### src/rtl/iob_pll_reset_sequencer.sv
// PLL reset/lock sequencer on the reference clock: pulses PLL reset, waits for lock with
// timeout and retries, debounces lock, and gates the system reset. Option: IOB_PLL_RST_SEQ_LOSS_CNT_EN.
module iob_pll_reset_sequencer #(
  parameter int RST_CYCLES    = 16,
  parameter int LOCK_TIMEOUT  = 65536,
  parameter int STABLE_CYCLES = 1024,
  parameter int MAX_RETRIES   = 3,
  parameter int CNT_W         = 17,
  parameter int RETRY_W       = 4
) (
  input  logic               clk_i,
  input  logic               arst_n_i,
  input  logic               pll_locked_i,
  input  logic               sw_rst_i,
  output logic               pll_rst_o,
  output logic               rst_o,
  output logic               locked_o,
  output logic               lock_fail_o,
  output logic [RETRY_W-1:0] retries_o,
  output logic [2:0]         state_o
`ifdef IOB_PLL_RST_SEQ_LOSS_CNT_EN
  ,
  output logic [7:0]         loss_cnt_o
`endif
);

  typedef enum logic [2:0] {
    ST_PLL_RST   = 3'd0,
    ST_WAIT_LOCK = 3'd1,
    ST_STABLE    = 3'd2,
    ST_RUN       = 3'd3,
    ST_FAIL      = 3'd4
  } state_t;

  state_t             state, state_d;
  logic [CNT_W-1:0]   cnt, cnt_d;
  logic [RETRY_W-1:0] retries_d;
  logic [1:0]         sync_q;
  logic               lock_s;

  // Two-flop synchronizer; LOCKED is asynchronous to the reference clock.
  always_ff @(posedge clk_i or negedge arst_n_i) begin
    if (!arst_n_i) sync_q <= 2'b00;
    else           sync_q <= {sync_q[0], pll_locked_i};
  end

  assign lock_s  = sync_q[1];
  assign state_o = state;

  always_ff @(posedge clk_i or negedge arst_n_i) begin
    if (!arst_n_i) begin
      state       <= ST_PLL_RST;
      cnt         <= '0;
      retries_o   <= '0;
      pll_rst_o   <= 1'b1;
      rst_o       <= 1'b1;
      locked_o    <= 1'b0;
      lock_fail_o <= 1'b0;
    end else begin
      state       <= state_d;
      cnt         <= cnt_d;
      retries_o   <= retries_d;
      // Outputs are decoded from the next state so they line up with the state register.
      pll_rst_o   <= (state_d == ST_PLL_RST);
      rst_o       <= (state_d != ST_RUN);
      locked_o    <= (state_d == ST_RUN);
      lock_fail_o <= (state_d == ST_FAIL);
    end
  end

  always_comb begin
    state_d   = state;
    cnt_d     = cnt;
    retries_d = retries_o;
    if (sw_rst_i) begin
      state_d   = ST_PLL_RST;
      cnt_d     = '0;
      retries_d = '0;
    end else begin
      case (state)
        ST_PLL_RST: begin
          if (cnt == CNT_W'(RST_CYCLES - 1)) begin
            state_d = ST_WAIT_LOCK;
            cnt_d   = '0;
          end else begin
            cnt_d = cnt + CNT_W'(1);
          end
        end
        ST_WAIT_LOCK: begin
          // Lock takes precedence over a timeout landing on the same edge.
          if (lock_s) begin
            state_d = ST_STABLE;
            cnt_d   = '0;
          end else if (cnt == CNT_W'(LOCK_TIMEOUT - 1)) begin
            cnt_d = '0;
            if (retries_o == RETRY_W'(MAX_RETRIES)) begin
              state_d = ST_FAIL;
            end else begin
              state_d   = ST_PLL_RST;
              retries_d = retries_o + RETRY_W'(1);
            end
          end else begin
            cnt_d = cnt + CNT_W'(1);
          end
        end
        ST_STABLE: begin
          if (!lock_s) begin
            state_d = ST_WAIT_LOCK;
            cnt_d   = '0;
          end else if (cnt == CNT_W'(STABLE_CYCLES - 1)) begin
            state_d = ST_RUN;
            cnt_d   = '0;
          end else begin
            cnt_d = cnt + CNT_W'(1);
          end
        end
        ST_RUN: begin
          if (!lock_s) begin
            state_d = ST_PLL_RST;
            cnt_d   = '0;
          end
        end
        ST_FAIL: begin
          state_d = ST_FAIL;
        end
        default: begin
          state_d = ST_PLL_RST;
          cnt_d   = '0;
        end
      endcase
    end
    if (state_d == ST_RUN) retries_d = '0;
  end

`ifdef IOB_PLL_RST_SEQ_LOSS_CNT_EN
  logic loss_event;
  // A software relock out of RUN is deliberate, not a lock loss.
  assign loss_event = (state == ST_RUN) && !lock_s && !sw_rst_i;

  always_ff @(posedge clk_i or negedge arst_n_i) begin
    if (!arst_n_i)                          loss_cnt_o <= 8'd0;
    else if (loss_event && loss_cnt_o != 8'hFF) loss_cnt_o <= loss_cnt_o + 8'd1;
  end
`endif

endmodule

### config.mk
export PLATFORM = sky130hd
export DESIGN_NAME = iob_pll_reset_sequencer
export DESIGN_NICKNAME = d
export VERILOG_FILES = /design/src/rtl/iob_pll_reset_sequencer.sv
export SDC_FILE = /design/constraint.sdc
export NUM_CORES = 1
export LEC_CHECK = 0
export ABC_AREA = 1
export BUFFER_PORTS_ARGS = -buffer_cell sky130_fd_sc_hd__buf_2
export CORE_MARGIN = 5
export CORE_UTILIZATION = 59
export DETAILED_ROUTE_END_ITERATION = 10
export HOLD_SLACK_MARGIN = 0.08
export PLACE_DENSITY_LB_ADDON = 0.25
export SLEW_MARGIN = 20
export SYNTH_ARGS = -nofsm -noshare
export SYNTH_HDL_FRONTEND = slang
export SYNTH_SLANG_ARGS = --single-unit
### constraint.sdc
create_clock -name clk_i -period 2.7 [get_ports clk_i]
set_input_delay 0.135 -clock clk_i [delete_from_list [all_inputs] [get_ports clk_i]]
set_output_delay 0.135 -clock clk_i [all_outputs]
set_load 0.01 [all_outputs]
Word-level counts from Yosys, hierarchy flattened
Index checks and enable logic that the tools add are counted.

Input bits: 4. Register bits after elaboration: 30. Logic and storage cells: 54. Output and inout bits: 11.

Add/subtract/negate cells: 2. Reduce and logical (&&, ||, !) cells: 6. Eq/ne operators: 15. Mux-type cells: 23.

Operators by type and width (count): $mux W17 (7); $pmux W17 S5 (1); $mux W3 (8); $mux W4 (6); $add A17 B1 Y17 const B (1); $eq A17 B10 Y1 const B (1); $eq A17 B16 Y1 const B (1); $eq A17 B4 Y1 const B (1); $pmux W3 S5 (1); $eq A3 B2 Y1 const B (3); $ne A3 B2 Y1 const B (3); $eq A3 B3 Y1 const B (2); $logic_not A3 Y1 (2); $reduce_bool A3 Y1 (2); $add A4 B1 Y4 const B (1); $eq A4 B2 Y1 const B (1); $reduce_and A4 Y1 (1); $eq A3 B1 Y1 const B (1); $ne A3 B3 Y1 const B (1); $ne A2 B2 Y1 const B (1); $reduce_and A2 Y1 (1).

Longest topological paths before layout
Depth in word-level cells: 9. Depth in mapped cells: 16. Depth with buffers taken out: 16.

Worst setup path after synthesis
No wires, ideal clock.

Path type: register -> register. Start point: register cnt[0]. End point: register retries_o[1]. Data required time: 2.628 ns. Data arrival time: 2.022 ns. Path slack: 0.606 ns. Cell stages (with the launch flop): 17. Buffers on the path: 0. Cells stage by stage: dfrtp_1 ha_1 nand2_1 nor2_2 nand2_1 nor4_1 nand2_1 inv_1 ha_1 inv_1 nand2_2 nand2_1 nor2_1 nand2_1 nand2_2 nand2_1 nor2_1.

Longest elaborated chain between the ends: 8. Elaborated cells on any way between the ends: 17.

RTL lines: start: declaration (RTL line 36) `logic [CNT_W-1:0] cnt, cnt_d;`; start signal: assignment (RTL line 61) `cnt <= cnt_d;`; $eq A17 B10 Y1 or $eq A17 B16 Y1 (tied branches) (RTL line 110, 94); $mux W3 (on tied branches) (RTL line 110, 94); $mux W3 (on tied branches) (RTL line 107, 91); $pmux W3 S5 (RTL line 80) `case (state)`; $mux W3 (RTL line 75) `if (sw_rst_i) begin`; $eq A3 B2 Y1 (RTL line 132) `if (state_d == ST_RUN) retries_d = '0;`; $ne A3 B2 Y1 (no source line) or $reduce_bool A3 Y1 (tied branches); $reduce_and A4 Y1 (no source line); end signal: assignment (RTL line 62) `retries_o <= retries_d;`; end: declaration (RTL line 19) `output logic [RETRY_W-1:0] retries_o,`.

Several ways; a longest one is shown, not always the timed one. A chain may end at the register's enable or synchronous reset.

Final worst setup path
Ends and elaborated chain as after synthesis.

==> results.md <==
| Group | Metric | This run |
| --- | --- | --- |
| status | Run status | complete, no violations |
| route | Count of routing violations after the opening detailed-route iteration | 99 |
| route | Antenna-violating nets left | 0 |
| sta | Number of endpoints failing setup at the final stage | 0 |
| worst setup path | Required time of the worst setup path | 2.96 ns |
| cells and area | Leading cell types in the layout, fill and taps excluded | 42 x nand2_1, 39 x nor2_1, 29 x inv_1 |
| power | Clock network fraction of design power | 35.8% |
| worst setup path | Worst Setup Path Type | flip-flop to flip-flop |
| sta | Fraction of the cycle the final worst path needs | 89.0% |
| clock tree | Number of buffers added by the clock tree synthesis step | 5 |
| cells and area | Share of cells above drive strength 1 | 22.7% |
| route | DRT Wirelength | 3.58 mm |
| sta | Final worst clock skew | 0.0121 ns |
| sta | Number of pins exceeding their max-slew limit in the final report | 0 |
| power | Combinational cell fraction of total power | 4.6% |
| route | Vias/cell | 5.26 |
| cells and area | Leading cell type in the layout, fill and taps excluded | nand2_1 |
| sta | Clock period minus final worst setup slack | 2.40 ns |
| worst setup path | Critical path startpoint category | flip-flop |
| placed design | Half-perimeter wire length of the detailed placement result | 2.76 mm |
| route | DRC errors left | 0 |
| route | Routed via count | 1,516 |
| sta | Max-slew headroom at the worst pin | 56.4% |
| die | Initial core utilization | 60.6% |
| die | Top-level port count | 15 |
| route | Number of detailed-routing iterations run before antenna repair | 4 |
| global routing | Via count of the first global-routing pass | 1,449 |
| global routing | First-pass GRT wire length | 6.51 mm |
| synth | Count of cell types in the netlist | 33 |
| die | Floorplan die area | 4290 um^2 |
| worst setup path | Slowest-stage cell, CP | dfrtp_1 |
| power | Sequential power share | 59.6% |
| synth | Number of nets produced by synthesis | 239 |
| synth | Number of instances in the synthesized netlist | 231 |
| clock tree | Clk slew on worst S/H paths | 0.09 ns |
| sta | Slew at the pin closest to its max-slew limit | 0.654 ns |
| placed design | RD Place Congestion | 0.927 |
| die | Overall die height | 65.5 um |
| global routing | Antenna violations before repair | 0 |
| cells and area | Area growth syn-to-layout | 11.1% |
| clock tree | Clock tree from TritonCTS | built |
| clock tree | CTS Sinks | 30 |
| sta | Hold Vio Cnt, Final | 0 |
| clock tree | Longest Clk Path Bufs | 2 |
| synth | Synthesized cell area | 1820 um^2 |
| synth | Synth warnings | 0 |
| worst setup path | Crit. End Element | flip-flop |
| worst setup path | WP buf/inv | 2 |
| placed design | I/O Buffers | 14 |
| power | Worst ir drop on vdd | 0.000348 V |
| die | Core footprint | 3000 um^2 |
| global routing | GRT overflow | 0 |
| power | Leakage power figure | 0.991 nW |
| worst setup path | Critical path peak fanout | 4 |
| route | Post-DR wirelength/cell | 12.4 um |
| sta | Final sum of negative setup slack | 0 ns |
| die | Number of standard-cell rows in the floorplan | 20 |
| worst setup path | Cell type with the highest occurrence count on the critical path | nand2_1 |
| power | Switching part of the total power | 23.5% |
| global routing | Pin count of the biggest net entering global routing | 31 |
| worst setup path | Dominant delay contributor by cell family on the critical path | simple AND/OR/NAND/NOR gates |
| power | Internal Power | 592 uW |
| synth | Share of the yosys chip area belonging to registers | 41.4% |
| sta | RSZ-0062 raised after global routing | no |
| synth | Syn avg cell area | 7.88 um^2 |
| sta | Final critical-path setup slack | 0.296 ns |
| placed design | Pre-CTS setup slack | 0.244 ns |
| clock tree | Source-to-sink clock delay at the later pin of the worst-skew pair | 0.33 ns |
| clock tree | Setup repair bufs after CTS | 0 |
| synth | Post-synth EDFFs | 0 |
| clock tree | CTS H-tree lvls | 2 |
| synth | Number of synthesized register bits | 30 |
| synth | Flip-flop cell with the highest count after synthesis | dfrtp_1 |
| flow run | Max-capacitance violation count | 0 |
| power | Power spent charging and discharging nets | 182 uW |
| clock tree | Root buffer cell | clkbuf_4 |
| synth | Post-synth ARST share | 100% |
| power | Power per cell area | 383 nW/um^2 |
| sta | Maximum clock frequency | 416 MHz |
| cells and area | Number of inserted diodes | 0 |
| global routing | Global-route usage over all layers | 20.1% |
| die | Die Wd | 65.5 um |
| hold path | Path category of the worst min-delay check | flip-flop to flip-flop |
| worst setup path | Data arrival time of the critical path | 2.66 ns |
| worst setup path | Longest individual stage delay on the worst path | 0.40 ns |
| cells and area | Final #Nets | 262 |
| worst setup path | Ordered list of cells on the worst path | ha_1, nand2_1, nor2_2, nand2_1, nor4_2, nand2_1, inv_1, ha_1, inv_1, nand2_2, nand2_1, nor2_1, nand2_1, nand2_2, nand2_1, nor2_1 |
-- area by class of cell --
class	count	area, um^2
multi-input cells	165	931
well taps	33	41.3
repair buffers	17	100
clock buffers	7	55.1
fillers	248	981
clock inverters	1	5.00
inverters	35	136
flip-flops and latches	30	753
-- per-layer routing --
layer | global-route usage [%] | vias up | part of all wire (%)
li1 | - | 783 | -
met1 | 28.9 | 687 | 50
met2 | 27.2 | 39 | 43
met3 | 6.50 | 7 | 6.1
met4 | 8.81 | 0 | 1.7
met5 | 0 | - | 0
-- cell usage after synthesis (4+ instances only) --
master | number | area share [%]
nand3_1 | 19 | 5.2
inv_2 | 4 | 0.83
nand3_2 | 5 | 2.8
xor2_1 | 7 | 3.4
nand2_2 | 7 | 2.4
dfrtp_1 | 28 | 39
nand4_1 | 4 | 1.4
nor2_4 | 4 | 2.5
ha_1 | 4 | 2.8
nor2_2 | 4 | 1.4
nand2_1 | 42 | 8.7
inv_1 | 29 | 6.0
o21ai_0 | 5 | 1.4
nor2_1 | 39 | 8.0
-- power by group through the flow --
| stage | clock, mW | combinational, mW | sequential [mW] |
|---|---|---|---|
| finish | 0.277 | 0.0357 | 0.461 |
| floorplan | 0 | 0.0193 | 0.467 |
| global route | 0.314 | 0.0421 | 0.462 |
| CTS | 0.291 | 0.0370 | 0.461 |
| global placement | 0 | 0.0331 | 0.470 |
| detailed placement | 0 | 0.0337 | 0.470 |
-- stage by stage --
step | hold WS [ns] | cells | area [um^2] | util, % | power (mW)
2_1_floorplan | -0.161 | 231 | 1820 | - | 0.487
3_3_place_gp | 0.195 | 277 | 1930 | 64.1 | 0.503
3_5_place_dp | 0.206 | 277 | 1930 | 64.1 | 0.504
4_1_cts | 0.357 | 288 | 2020 | 67.1 | 0.789
5_1_grt | 0.367 | 288 | 2020 | 67.3 | 0.818
6_report | 0.354 | 288 | 2020 | 67.3 | 0.774
-- timing repair --
item / in CTS / in global routing
hold endpoints to repair: 32 / 0
hold buffers: 3 / 0
gates resized for setup: 0 / 1
setup endpoints to repair: 0 / 9
-- kinds of logic (layout without fill, tap and decap cells) --
kind of cell	after synthesis	in the layout	share of synthesized area, %
mux	1	1	0.550
buf+inv	36	60	7.77
simple gates	138	138	38.9
compound gates	13	13	4.33
xor+xnor	9	9	4.33
flops	30	30	41.4
fa+ha+maj	4	4	2.75
-- flip-flops by register name (all words and copies together) (netlist names) --
name and cells:
pll_rst_o 1, locked_o 1, lock_fail_o 1, retries_o 4, sync_q 2, cnt 17
rst_o 1, state_o 3
-- path summary, 6_finish.rpt --
kind                                      from                        to  slack, ns  cells after the start
max                         cnt[0]$_DFFE_PN0P_  retries_o[1]$_DFFE_PN0P_       0.30                     16
min                        sync_q[0]$_DFF_PN0_       sync_q[1]$_DFF_PN0_       0.35                      0
max reg2reg                 cnt[0]$_DFFE_PN0P_  retries_o[1]$_DFFE_PN0P_       0.30                     16
min reg2reg                sync_q[0]$_DFF_PN0_       sync_q[1]$_DFF_PN0_       0.35                      0
max in group asynchronous             arst_n_i       sync_q[1]$_DFF_PN0_       1.92                      2
min in group asynchronous             arst_n_i  retries_o[3]$_DFFE_PN0P_       0.36                      2
Power figures use the tool's default switching activity.
